===== config.mk =====
export PLATFORM = sky130hd
export DESIGN_NAME = tpu_sequencer
export DESIGN_NICKNAME = d
export VERILOG_FILES = /design/src/rtl/tpu_seq_pkg.sv /design/src/rtl/tpu_sequencer_skew_line.sv /design/src/rtl/tpu_sequencer.sv
export SDC_FILE = /design/constraint.sdc
export NUM_CORES = 1
export LEC_CHECK = 0
export BUFFER_PORTS_ARGS = -buffer_cell sky130_fd_sc_hd__buf_2
export CORE_ASPECT_RATIO = 0.6
export CORE_MARGIN = 1.5
export CORE_UTILIZATION = 57
export DETAILED_ROUTE_END_ITERATION = 7
export GPL_TIMING_DRIVEN = 0
export PLACE_DENSITY = 0.83
export SLEW_MARGIN = 20
export SYNTH_ARGS = -nofsm -noshare
export SYNTH_HDL_FRONTEND = slang
export SYNTH_SLANG_ARGS = --single-unit

===== constraint.sdc =====
create_clock -name clk -period 7.85 [get_ports clk]
set_input_delay 0.3925 -clock clk [delete_from_list [all_inputs] [get_ports clk]]
set_output_delay 0.3925 -clock clk [all_outputs]
set_load 0.05 [all_outputs]

===== src/rtl/tpu_seq_pkg.sv =====
// Shared types and default geometry for the TPU pass sequencer.
package tpu_seq_pkg;

  localparam int unsigned LANE_W    = 16;
  localparam int unsigned ACC_W     = 40;
  localparam int unsigned DEPTH_DEF = 4;
  localparam int unsigned DRAIN_DEF = 8;
  localparam int unsigned ROW_W     = LANE_W * DEPTH_DEF;
  localparam int unsigned ACC_ROW_W = ACC_W * DEPTH_DEF;
  localparam int unsigned CNT_W     = 16;

  typedef enum logic [2:0] {
    IDLE,
    LOAD_W,
    SETTLE,
    FEED,
    FLUSH,
    DRAIN,
    DONE
  } state_t;

endpackage


===== src/rtl/tpu_sequencer_skew_line.sv =====
// Per-lane delay line with synchronous clear, used to build the diagonal skew.
module skew_line #(
  parameter int unsigned W   = 16,
  parameter int unsigned DLY = 1
) (
  input  logic         clk,
  input  logic         rst_n,
  input  logic         i_clr,
  input  logic [W-1:0] i_d,
  output logic [W-1:0] o_q
);

  logic [W-1:0] r_sr [DLY];

  always_ff @(posedge clk or negedge rst_n) begin
    if (!rst_n) begin
      for (int unsigned k = 0; k < DLY; k++) r_sr[k] <= '0;
    end else if (i_clr) begin
      for (int unsigned k = 0; k < DLY; k++) r_sr[k] <= '0;
    end else begin
      r_sr[0] <= i_d;
      for (int unsigned k = 1; k < DLY; k++) r_sr[k] <= r_sr[k-1];
    end
  end

  assign o_q = r_sr[DLY-1];

endmodule


===== src/rtl/tpu_sequencer.sv =====
// Sequences one weight-stationary pass through the systolic array:
// weight load, skewed row feed, flush, drain and accumulator capture.
module tpu_sequencer
  import tpu_seq_pkg::*;
#(
  parameter int unsigned BIT_WIDTH    = LANE_W,
  parameter int unsigned ACC_WIDTH    = ACC_W,
  parameter int unsigned DEPTH        = DEPTH_DEF,
  parameter int unsigned DRAIN_CYCLES = DRAIN_DEF
) (
  input  logic                         clk,
  input  logic                         rst_n,
  input  logic                         wt_we,
  input  logic [$clog2(DEPTH)-1:0]     wt_addr,
  input  logic [BIT_WIDTH*DEPTH-1:0]   wt_wdata,
  input  logic                         start,
  input  logic [15:0]                  n_rows,
  input  logic                         row_valid,
  input  logic [BIT_WIDTH*DEPTH-1:0]   row_data,
  output logic                         row_ready,
  output logic                         control,
  output logic [BIT_WIDTH*DEPTH-1:0]   wt_arr,
  output logic [BIT_WIDTH*DEPTH-1:0]   data_arr,
  input  logic [ACC_WIDTH*DEPTH-1:0]   acc_out,
  output logic                         busy,
  output logic                         res_valid,
  output logic [ACC_WIDTH*DEPTH-1:0]   res_data
);

  localparam int unsigned DW  = BIT_WIDTH * DEPTH;
  localparam int unsigned RWD = ACC_WIDTH * DEPTH;
  localparam int unsigned AW  = $clog2(DEPTH);

  state_t           r_state, w_state_nxt;
  logic [CNT_W-1:0] r_cnt, w_cnt_nxt;
  logic [15:0]      r_nrows, r_rows;
  logic [DW-1:0]    r_wbuf [DEPTH];
  logic             r_control, r_row_ready, r_busy, r_res_valid;
  logic [DW-1:0]    r_wt_arr;
  logic [RWD-1:0]   r_res_data;
  logic [DW-1:0]    w_skew_in, w_skew_out;
  logic             w_start_acc, w_hs, w_last_row, w_capture;

  assign w_start_acc = (r_state == IDLE) && start;
  assign w_hs        = r_row_ready && row_valid;
  assign w_last_row  = w_hs && ((r_rows + 16'd1) == r_nrows);
  assign w_skew_in   = w_hs ? row_data : '0;

  always_comb begin
    w_state_nxt = r_state;
    w_cnt_nxt   = '0;
    w_capture   = 1'b0;
    unique case (r_state)
      IDLE:   if (start) w_state_nxt = LOAD_W;
      LOAD_W: begin
        if (r_cnt == CNT_W'(DEPTH - 1)) w_state_nxt = SETTLE;
        else                            w_cnt_nxt   = r_cnt + 1'b1;
      end
      SETTLE: w_state_nxt = (r_nrows == 16'd0) ? FLUSH : FEED;
      FEED:   if (w_last_row) w_state_nxt = FLUSH;
      FLUSH: begin
        if (r_cnt == CNT_W'(DEPTH - 2)) w_state_nxt = DRAIN;
        else                            w_cnt_nxt   = r_cnt + 1'b1;
      end
      DRAIN: begin
        if (r_cnt == CNT_W'(DRAIN_CYCLES - 1)) begin
          w_state_nxt = DONE;
          w_capture   = 1'b1;
        end else begin
          w_cnt_nxt = r_cnt + 1'b1;
        end
      end
      DONE:    w_state_nxt = IDLE;
      default: w_state_nxt = IDLE;
    endcase
  end

  // Outputs are registered from the next state so they line up with the state they describe.
  always_ff @(posedge clk or negedge rst_n) begin
    if (!rst_n) begin
      r_state     <= IDLE;
      r_cnt       <= '0;
      r_nrows     <= '0;
      r_rows      <= '0;
      r_control   <= 1'b0;
      r_wt_arr    <= '0;
      r_row_ready <= 1'b0;
      r_busy      <= 1'b0;
      r_res_valid <= 1'b0;
      r_res_data  <= '0;
    end else begin
      r_state <= w_state_nxt;
      r_cnt   <= w_cnt_nxt;
      if (w_start_acc) begin
        r_nrows <= n_rows;
        r_rows  <= '0;
      end else if (w_hs) begin
        r_rows <= r_rows + 16'd1;
      end
      r_control   <= (w_state_nxt == LOAD_W);
      r_wt_arr    <= (w_state_nxt == LOAD_W) ? r_wbuf[w_cnt_nxt[AW-1:0]] : '0;
      r_row_ready <= (w_state_nxt == FEED);
      r_busy      <= (w_state_nxt != IDLE);
      r_res_valid <= (w_state_nxt == DONE);
      if (w_capture) r_res_data <= acc_out;
    end
  end

  always_ff @(posedge clk or negedge rst_n) begin
    if (!rst_n) begin
      for (int unsigned k = 0; k < DEPTH; k++) r_wbuf[k] <= '0;
    end else if ((r_state == IDLE) && wt_we) begin
      r_wbuf[wt_addr] <= wt_wdata;
    end
  end

  // Lane g gets g skew stages plus one stage acting as the data_arr output register.
  for (genvar g = 0; g < DEPTH; g++) begin : g_lane
    skew_line #(
      .W   (BIT_WIDTH),
      .DLY (g + 1)
    ) u_skew (
      .clk   (clk),
      .rst_n (rst_n),
      .i_clr (w_start_acc),
      .i_d   (w_skew_in[g*BIT_WIDTH +: BIT_WIDTH]),
      .o_q   (w_skew_out[g*BIT_WIDTH +: BIT_WIDTH])
    );
  end

  assign control   = r_control;
  assign wt_arr    = r_wt_arr;
  assign data_arr  = w_skew_out;
  assign row_ready = r_row_ready;
  assign busy      = r_busy;
  assign res_valid = r_res_valid;
  assign res_data  = r_res_data;

endmodule


==> impl_metrics.py, run 1 <==
metrics = {
    "cts": {
        "cts_root_buf": "clkbuf_16",
        "insertion_delay_ns": 0.60,
        "postCtsSetupBuffers": 0,
        "cts.clk_slew.worst_paths_ns": 0.07,
        "ctsLongestPathBuffers": 3,
        "cts_buffers": 59,
        "cts.sinks": 695,
        "cts_tree": "yes",
        "cts.repair.resized": 0,
        "htreeDepth": 2,
        "holdBufCountCts": 129,
    },
    "cells_and_area": {
        "drive_above_1_share_pct": 42.5,
        "fillers": 2822,
        "fin_nets": 2999,
        "final-instance-count-excl-fill": 3378,
        "areaGrowthSynthToFinish_pct": 26.9,
        "design_area_um2": 34500,
    },
    "synthesis": {
        "synth_top_area_share_pct": 64.1,
        "synth-edff-count": 0,
        "yosysMostFrequentCell": "dfrtp_1",
        "synth_nets": 2200,
        "synthArstFlopShare_pct": 100,
        "synth-seq-cells": 695,
        "avgSynthCellArea_um2": 14.4,
        "yosys.area.top_type": "dfrtp_1",
        "yosysSeqAreaShare_pct": 64.1,
        "yosysWarnings": 0,
        "synth_common_cells": "dfrtp_1, mux2_2, mux2_1, nor2b_1, a21oi_1",
        "synth_area_leaders": "dfrtp_1, mux2_2, mux2_1",
        "ys_types": 51,
        "syn_inst": 1886,
        "synth_flop_cell": "dfrtp_1",
        "syn_area_um2": 27100,
    },
    "routing": {
        "vias_per_cell": 5.58,
        "routed-via-count": 18800,
        "drc": 0,
        "wl_per_cell_um": 22.4,
        "drt-total-wl_um": 75700,
        "drt_iter0_drc": 1252,
        "ant_nets": 0,
        "drt-pass1-iter-count": 5,
    },
    "sta": {
        "fin_skew_ns": 0.0144,
        "fin_crit_ns": 3.25,
        "relSlewSlack_pct": 18.7,
        "hold_violations": 0,
        "holdWs_ns": 0.0228,
        "worst_slack_ns": 4.60,
        "tightest_slew_ns": 1.22,
        "finalCritPeriodShare_pct": 41.4,
        "rsz0062_at_grt": "false",
        "setup_violations": 0,
        "fmax_mhz": 308,
        "slew_violations": 0,
    },
    "setup_path": {
        "cpMaxStageDelayCell": "clkbuf_1",
        "start_kind": "flip-flop",
        "cp.required_ns": 8.39,
        "crit_family": "compound AO/OA/AOI/OAI gates",
        "cp-endpoint": "wt_arr[48]",
        "crit_fanout": 10,
        "r2r_slack_ns": 4.60,
        "slowest_delay_ns": 0.57,
        "cp_num_buf_inv": 3,
        "path_class": "flip-flop to flip-flop",
        "critPathArrivalTime_ns": 3.79,
        "path_cells": "inv_1 -> ha_1 -> and3_1 -> o211ai_1 -> o211ai_1 -> or2_1 -> buf_2 -> a21oi_2 -> clkbuf_1 -> o221a_2",
        "reg2reg_to": "wt_arr[48]",
        "crit_cells": 10,
        "startpoint": "r_cnt[0]",
        "path_common_cell": "o211ai_1",
        "reg2reg_depth": 10,
        "critPathCaptureType": "flip-flop",
        "r2r-start": "r_cnt[0]",
    },
    "worst_hold_path": {
        "hold_path.startpoint": "acc_out[123]",
        "hp-class": "input pin to flip-flop",
    },
    "placement": {
        "numPlacedInstances": 3125,
        "place_area_um2": 31200,
        "port_buffers": 602,
        "place_ws_ns": 4.67,
        "dp_hpwl_um": 52500,
        "place.gp.congestion": 0.902,
    },
    "floorplan": {
        "core_um2": 46600,
        "dieArea_um2": 49000,
        "fp.dieW_um": 285,
        "num_io_pins": 603,
        "initial_core_util_pct": 58.2,
        "rows": 61,
        "die_h_um": 172,
    },
    "power_and_ir_drop": {
        "total_leakage_power_nw": 17.8,
        "power.density_nw_per_um2": 335,
        "irDropWorstVdd_mv": 0.208,
    },
    "grt": {
        "grt_util_all_layers_pct": 30.5,
        "antenna_found_initial": 17,
        "grt_overflow": 0,
        "grt_pass1_wl_um": 115000,
        "grt_pass1_vias": 19800,
        "grt_max_degree": 108,
    },
    "job": {
        "cap_violations": 0,
    },
    "status": {
        "status": "finished, final reports clean",
    },
}
==> power breakdown <==
| part | total (mW) | internal (mW) | leakage [nW] | switching, mW |
|---|---|---|---|---|
| registers | 5.04 | 4.54 | 9.15 | 0.503 |
| clock network | 2.99 | 1.69 | 0.964 | 1.30 |
| logic | 3.51 | 1.49 | 7.65 | 2.02 |
| total | 11.5 | 7.71 | 17.8 | 3.82 |
==> per-layer routing <==
metal / global-route usage (%) / vias up / share of wire [%]
met2: 51.4 / 657 / 49
met4: 20.2 / 2 / 7.6
met1: 37.2 / 9657 / 38
met3: 4.58 / 256 / 4.5
met5: 0 / - / 0.017
li1: - / 8264 / -
==> kinds of logic after synthesis <==
logic type | synth area share (%)
flip-flops | 64.1
multiplexers | 18.0
AND/OR/NAND/NOR | 6.57
AO/OA/AOI/OAI | 6.23
buffers and inverters | 3.67
XOR/XNOR | 1.39
adder cells (fa/ha/maj) | 0.138
==> final cells by class <==
cell class	instances	area [um2]	share of cell area, %
sequential	695	17400	50.5
clock buffer	93	1790	5.18
clock inverter	13	185	0.537
inverter	10	37.5	0.109
antenna	18	45.0	0.131
buffer	165	958	2.78
tap	630	788	2.29
multi-input combinational	1016	8760	25.4
timing repair buffer	738	4510	13.1
==> through the flow <==
stage | setup TNS, ns | power [mW] | util (%)
2_1_floorplan | 0 | 7.45 | -
3_3_place_gp | -4871.12 | 8.29 | 66.4
3_5_place_dp | 0 | 8.49 | 66.8
4_1_cts | 0 | 11.5 | 73.8
5_1_grt | 0 | 12.1 | 73.9
6_report | 0 | 11.5 | 73.9
==> worst min-delay path by stage <==
stage,to,depth (start not counted)
after detailed placement,g_lane[1].u_skew.r_sr[27],1
after CTS,r_nrows[0],2
after global placement,g_lane[1].u_skew.o_q[12],1
after floorplan,busy,0
after global routing,res_data[3],2
final,res_data[123],2
==> worst reg2reg max path: stages, from the launching register on <==
cell and delay (ns):
dfrtp_1 0.48, inv_1 0.12, ha_1 0.23, and3_1 0.19, o211ai_1 0.20, o211ai_1 0.13
or2_1 0.22, buf_2 0.19, a21oi_2 0.53, clkbuf_1 0.58, o221a_2 0.33
==> registers in the layout (all words and copies together) (netlist names) <==
register            cells
r_wbuf                256
res_data              160
g_lane.u_skew.r_sr     96
g_lane.u_skew.o_q      64
wt_arr                 64
r_cnt                  16
r_nrows                16
r_rows                 16
r_state                 3
busy                    1
control                 1
res_valid               1
row_ready               1
==> placed cells by master (no fill, tap or decap), types with 18 or more instances in the layout <==
master	synthesis	layout
o22ai_1	64	64
a21oi_1	78	78
clkbuf_16	0	61
mux2_1	100	100
nor2b_1	97	97
xnor2_1	27	27
o221a_2	36	36
dfrtp_1	695	695
and2_1	67	67
nand2_1	20	20
buf_4	62	62
buf_2	18	619
diode_2	0	18
dlygate4sd3_1	0	129
mux2_2	331	331
clkbuf_1	69	87
nor2_1	36	36
o221a_1	28	28
Power figures use the tool's default switching activity.
==> run 2, diff against run 1 <==
--- a/config.mk
+++ b/config.mk
@@ -8,10 +8,10 @@
 export BUFFER_PORTS_ARGS = -buffer_cell sky130_fd_sc_hd__buf_2
 export CORE_ASPECT_RATIO = 0.6
 export CORE_MARGIN = 1.5
-export CORE_UTILIZATION = 57
+export CORE_UTILIZATION = 49
 export DETAILED_ROUTE_END_ITERATION = 7
 export GPL_TIMING_DRIVEN = 0
-export PLACE_DENSITY = 0.83
+export PLACE_DENSITY = 0.76
 export SLEW_MARGIN = 20
 export SYNTH_ARGS = -nofsm -noshare
 export SYNTH_HDL_FRONTEND = slang
==> constraint.sdc (replaced) <==
create_clock -name clk -period 2.8 [get_ports clk]
set_input_delay 0.14 -clock clk [delete_from_list [all_inputs] [get_ports clk]]
set_output_delay 0.14 -clock clk [all_outputs]
set_load 0.05 [all_outputs]
==> impl_metrics.py, run 2 (synthesis results as in run 1) <==
metrics = {
    "cts": {
        "cts.sinks": 695,
        "htreeDepth": 2,
        "insertion_delay_ns": 0.63,
        "cts_root_buf": "clkbuf_16",
        "ctsLongestPathBuffers": 3,
        "cts.clk_slew.worst_paths_ns": 0.07,
        "cts_tree": "yes",
        "cts_buffers": 61,
    },
    "cells_and_area": {
        "final-instance-count-excl-fill": 3647,
        "largest_reg_flops": 256,
        "areaGrowthSynthToFinish_pct": 35.2,
        "drive_above_1_share_pct": 41.1,
        "fillers": 3687,
        "regArea_um2": 17400,
        "fin_nets": 3189,
        "multi_input_area_um2": 8810,
        "top_register": "r_wbuf",
        "layout_common_cells": "dfrtp_1, buf_2, mux2_2",
        "final_common_cell": "dfrtp_1",
    },
    "routing": {
        "vias_per_cell": 5.34,
        "wl_per_cell_um": 21.6,
        "drc": 0,
        "drt-total-wl_um": 78800,
        "ant_nets": 0,
        "drt-pass1-iter-count": 5,
        "drt_iter0_drc": 1437,
        "routed-via-count": 19500,
    },
    "setup_path": {
        "crit_fanout": 10,
        "cp.required_ns": 3.36,
        "critPathArrivalTime_ns": 3.29,
        "critPathCaptureType": "flip-flop",
        "start_kind": "flip-flop",
        "path_class": "flip-flop to flip-flop",
    },
    "floorplan": {
        "initial_core_util_pct": 49.9,
        "rows": 66,
        "dieArea_um2": 56900,
        "core_um2": 54400,
        "die_h_um": 185,
        "num_io_pins": 603,
        "fp.dieW_um": 307,
    },
    "grt": {
        "grt_overflow": 0,
        "grt_max_degree": 109,
        "grt_pass1_vias": 21100,
        "grt_util_all_layers_pct": 27.4,
        "antenna_found_initial": 5,
        "grt_pass1_wl_um": 120000,
    },
    "placement": {
        "port_buffers": 602,
        "numPlacedInstances": 3209,
        "dp_hpwl_um": 51700,
        "place_ws_ns": -0.370,
        "place.gp.congestion": 0.837,
    },
    "sta": {
        "relSlewSlack_pct": 49.9,
        "hold_violations": 0,
        "fmax_mhz": 366,
        "fin_skew_ns": 0.0222,
        "finalCritPeriodShare_pct": 97.5,
        "worst_slack_ns": 0.0703,
        "slew_violations": 0,
        "tightest_slew_ns": 0.752,
        "setup_violations": 0,
        "fin_crit_ns": 2.73,
    },
    "status": {
        "status": "finished, final reports clean",
    },
    "power_and_ir_drop": {
        "total_leakage_power_nw": 18.7,
        "irDropWorstVdd_mv": 0.608,
        "power.density_nw_per_um2": 913,
        "power.total_mw": 33.5,
    },
    "job": {
        "cap_violations": 0,
    },
    "worst_hold_path": {
        "hp-class": "input pin to async pin",
    },
}
## run 2: cell types whose count changed in the layout (fill, tap and decap cells not counted), sizes merged
cell | previous run | this run
dlygate4sd3 | 129 | 309
diode | 18 | 6
buf | 704 | 711
bufinv | 4 | 10
clkinv | 6 | 12
clkbuf | 163 | 158
inv | 11 | 14
## run 2: where the power goes
group / internal [mW] / switching [mW]
Clock: 5.31 / 3.87
Combinational: 4.46 / 5.78
Sequential: 12.7 / 1.39
Total: 22.5 / 11.0
## run 2: timing repair
item                                    in CTS  in global routing
pin swaps                                    1                  1
endpoints found under the hold margin      709                  0
hold buffers                               309                  0
gates resized for setup                      9                 30
endpoints found under the setup margin     292                468
setup buffers                                5                  3
## run 2: final timing paths
path                            cells after the start                 startpoint                  endpoint  slack, ns
worst min-delay path                                2                      rst_n   g_lane[1].u_skew.o_q[0]       0.01
max in group asynchronous                           5                      rst_n                 wt_arr[5]       0.92
min in group clk                                    4                  row_valid                 r_rows[1]       0.08
worst max-delay path                                8                   r_cnt[0]                wt_arr[18]       0.07
worst min register to register                      1  g_lane[3].u_skew.r_sr[31]  g_lane[3].u_skew.o_q[15]       0.45
worst max register to register                      8                   r_cnt[0]                wt_arr[18]       0.07
## run 2: metal layers
metal	global-route usage, %	vias up	share of wire (%)
met3	4.53	228	4.7
met2	46.5	702	50
met4	18.7	0	7.4
met5	0	-	0
met1	32.3	9926	38
li1	-	8613	-
## run 2: per-stage QoR
stage | util [%] | cell area [um2] | hold WS (ns) | TNS (ns)
5_1_grt | 67.4 | 36700 | 0.0157 | -0.00280
3_5_place_dp | 57.4 | 31300 | 0.0854 | -42.26
2_1_floorplan | - | 27100 | -0.156 | 0
4_1_cts | 67.3 | 36600 | 0.0000587 | 0
6_report | 67.5 | 36700 | 0.0131 | 0
3_3_place_gp | 57.1 | 31100 | 0.347 | -8284.67
## run 2: worst max-delay path, stage by stage (launching register included)
cell,delay [ns]
dfrtp_2,0.42
inv_1,0.07
ha_1,0.39
nand2b_1,0.13
clkbuf_1,0.50
clkbuf_1,0.53
o22ai_1,0.18
a21oi_1,0.23
o221a_1,0.20
## run 2: area by class of cell
cell class              count  area share [%]
flip-flops and latches    695            47.4
multi-input cells        1016            24.0
repair buffers            926            17.4
clock buffers              87            4.78
plain buffers             165            2.68
well taps                 714            2.43
clock inverters            28            1.19
inverters                  10           0.102
diodes                      6          0.0409
==> run 3, diff against run 2 <==
--- a/config.mk
+++ b/config.mk
@@ -8,11 +8,12 @@
 export BUFFER_PORTS_ARGS = -buffer_cell sky130_fd_sc_hd__buf_2
 export CORE_ASPECT_RATIO = 0.6
 export CORE_MARGIN = 1.5
-export CORE_UTILIZATION = 49
+export CORE_UTILIZATION = 50
 export DETAILED_ROUTE_END_ITERATION = 7
 export GPL_TIMING_DRIVEN = 0
-export PLACE_DENSITY = 0.76
+export PLACE_DENSITY = 0.77
 export SLEW_MARGIN = 20
 export SYNTH_ARGS = -nofsm -noshare
 export SYNTH_HDL_FRONTEND = slang
+export SYNTH_HIERARCHICAL = 1
 export SYNTH_SLANG_ARGS = --single-unit
==> constraint.sdc (replaced) <==
create_clock -name clk -period 2.8 [get_ports clk]
set_input_delay 0.14 -clock clk [delete_from_list [all_inputs] [get_ports clk]]
set_output_delay 0.14 -clock clk [all_outputs]
set_load 0.02 [all_outputs]
==> impl_metrics.py, run 3 <==
metrics = {
    "cts": {
        "ctsLongestPathBuffers": 3,
        "cts_tree": "yes",
        "cts.clk_slew.worst_paths_ns": 0.06,
        "htreeDepth": 3,
        "cts.sinks": 695,
        "insertion_delay_ns": 0.62,
        "cts_buffers": 66,
        "cts_root_buf": "clkbuf_16",
    },
    "sta": {
        "finalCritPeriodShare_pct": 95.7,
        "slew_violations": 0,
        "hold_violations": 0,
        "fin_skew_ns": 0.0228,
        "holdWs_ns": 0.0557,
        "fmax_mhz": 373,
        "rsz0062_at_grt": "false",
        "setup_violations": 0,
        "tightest_slew_ns": 0.820,
        "fin_crit_ns": 2.68,
        "relSlewSlack_pct": 45.3,
    },
    "power_and_ir_drop": {
        "total_leakage_power_nw": 19.6,
        "irDropWorstVdd_mv": 0.518,
        "power.total_mw": 33.6,
        "power.density_nw_per_um2": 877,
    },
    "status": {
        "status": "finished, final reports clean",
    },
    "floorplan": {
        "rows": 67,
        "die_h_um": 189,
        "initial_core_util_pct": 51.1,
        "fp.dieW_um": 312,
        "dieArea_um2": 58900,
        "core_um2": 56300,
        "num_io_pins": 603,
    },
    "setup_path": {
        "path_class": "flip-flop to flip-flop",
        "cp.required_ns": 3.31,
        "r2r_slack_ns": 0.12,
        "reg2reg_depth": 8,
        "crit_fanout": 10,
        "reg2reg_to": "wt_arr[26]",
        "r2r-start": "r_cnt[0]",
        "critPathArrivalTime_ns": 3.19,
        "start_kind": "flip-flop",
        "critPathCaptureType": "flip-flop",
    },
    "synthesis": {
        "syn_inst": 2099,
        "synthArstFlopShare_pct": 100,
        "synth_top_area_share_pct": 60.5,
        "yosys.area.top_type": "dfrtp_1",
        "yosysSeqAreaShare_pct": 60.5,
        "synth_area_leaders": "dfrtp_1, mux2_2, mux2_1",
        "synth_common_cells": "dfrtp_1, mux2_2, nor2_1, mux2_1, nor2b_1",
        "synth_flop_cell": "dfrtp_1",
        "yosysMostFrequentCell": "dfrtp_1",
        "synth-edff-count": 0,
        "syn_area_um2": 28700,
        "synth_nets": 2413,
        "yosysWarnings": 6,
        "synth-seq-cells": 695,
        "ys_types": 51,
        "avgSynthCellArea_um2": 13.7,
    },
    "worst_hold_path": {
        "hp-class": "input pin to async pin",
    },
    "routing": {
        "ant_nets": 0,
        "routed-via-count": 21000,
        "wl_per_cell_um": 21.1,
        "vias_per_cell": 5.40,
        "drt_iter0_drc": 1506,
        "drt-pass1-iter-count": 5,
        "drt-total-wl_um": 82300,
        "drc": 0,
    },
    "cells_and_area": {
        "areaGrowthSynthToFinish_pct": 33.5,
        "finish.utilization_pct": 68.2,
        "design_area_um2": 38400,
        "fin_nets": 3401,
        "top_register": "r_wbuf",
        "final_common_cell": "dfrtp_1",
        "largest_reg_flops": 256,
        "final-instance-count-excl-fill": 3896,
        "layout_common_cells": "dfrtp_1, buf_2, mux2_2",
        "drive_above_1_share_pct": 42.5,
    },
    "grt": {
        "grt_util_all_layers_pct": 28.0,
        "grt_max_degree": 106,
        "grt_pass1_vias": 22600,
        "grt_pass1_wl_um": 129000,
        "antenna_found_initial": 8,
        "grt_overflow": 0,
    },
    "placement": {
        "place_area_um2": 32900,
        "numPlacedInstances": 3467,
        "place.gp.congestion": 0.917,
        "port_buffers": 602,
        "dp_hpwl_um": 54000,
    },
    "job": {
        "cap_violations": 0,
    },
}
==> run 3: cell types whose count changed after synthesis, moves of 28 or more <==
cell       change
buf_2         +36
and3_1        +61
nor4_2        +55
nor2b_2       +67
o22ai_1       -63
a2111oi_0     +63
o221a_1       -28
nor2_1       +140
a21oi_1       -74
o221a_2       -34
==> run 3: area by class of cell <==
cell class / instances / area [um2]
Fill cell: 3712 / 17900
Clock inverter: 25 / 390
Multi-Input combinational cell: 1211 / 10200
Timing Repair Buffer: 920 / 6330
Antenna cell: 6 / 15.0
Tap cell: 759 / 950
Sequential cell: 695 / 17400
Buffer: 187 / 1220
Clock buffer: 87 / 1830
Inverter: 6 / 22.5
==> run 3: worst max path at each step <==
stage	start	to	slack [ns]	depth (start not counted)
after floorplan	r_cnt[0]	wt_arr[59]	0.40	10
after global placement	rst_n	r_wbuf[206]	-12.12	1
after detailed placement	r_state[2]	g_lane[3].u_skew/r_sr[39]	-0.65	8
after CTS	r_cnt[0]	wt_arr[55]	0.01	10
after global routing	r_cnt[0]	wt_arr[26]	0.005	8
final	r_cnt[0]	wt_arr[26]	0.12	8
==> run 3: cells by family (layout without fill, tap and decap cells) <==
logic type | after synthesis | after routing | share of synthesized area, %
xor gates and xnor gates | 48 | 48 | 1.46
and+or+nand+nor | 632 | 632 | 13.8
AOI/OAI and AO/OA | 94 | 94 | 2.84
other | 0 | 6 | 0
DFF | 695 | 695 | 60.5
adders and majority gates | 3 | 3 | 0.131
buffers and inverters | 193 | 1225 | 4.20
muxes | 434 | 434 | 17.0
==> run 3: per-stage QoR <==
stage          setup TNS [ns]  setup WS (ns)
4_1_cts                     0         0.0107
3_3_place_gp         -8561.02         -12.12
5_1_grt                     0        0.00537
3_5_place_dp          -181.82         -0.647
2_1_floorplan               0          0.399
6_report                    0          0.119
==> run 3: worst max-delay path, stage by stage, from the launching register on <==
cell,delay [ns]
dfrtp_2,0.40
buf_4,0.22
inv_1,0.08
ha_1,0.33
inv_1,0.08
clkbuf_2,0.33
clkbuf_1,0.52
a2111oi_0,0.27
nor4_2,0.32
==> run 3: where the power goes <==
group	switching [mW]	internal [mW]	total [mW]	leakage, nW
clock	3.97	5.39	9.36	1.08
sequential	1.39	12.7	14.1	9.23
combinational	5.57	4.60	10.2	9.30
total	10.9	22.7	33.6	19.6
==> run 3: what timing repair did <==
action / 4_1_cts / 5_1_grt
pin swaps: 5 / 6
setup endpoints to repair: 394 / 508
setup buffers: 3 / 2
resized for setup: 27 / 19
hold buffers: 306 / 0
hold endpoints to repair: 716 / 0
==> run 3: metal layers <==
| metal | GRT usage (%) | part of all wire, % | vias to the layer above |
|---|---|---|---|
| li1 | - | - | 9236 |
| met5 | 0 | 0.013 | - |
| met3 | 5.27 | 5.6 | 202 |
| met2 | 46.5 | 49 | 733 |
| met4 | 10.3 | 3.3 | 2 |
| met1 | 36.8 | 42 | 10800 |
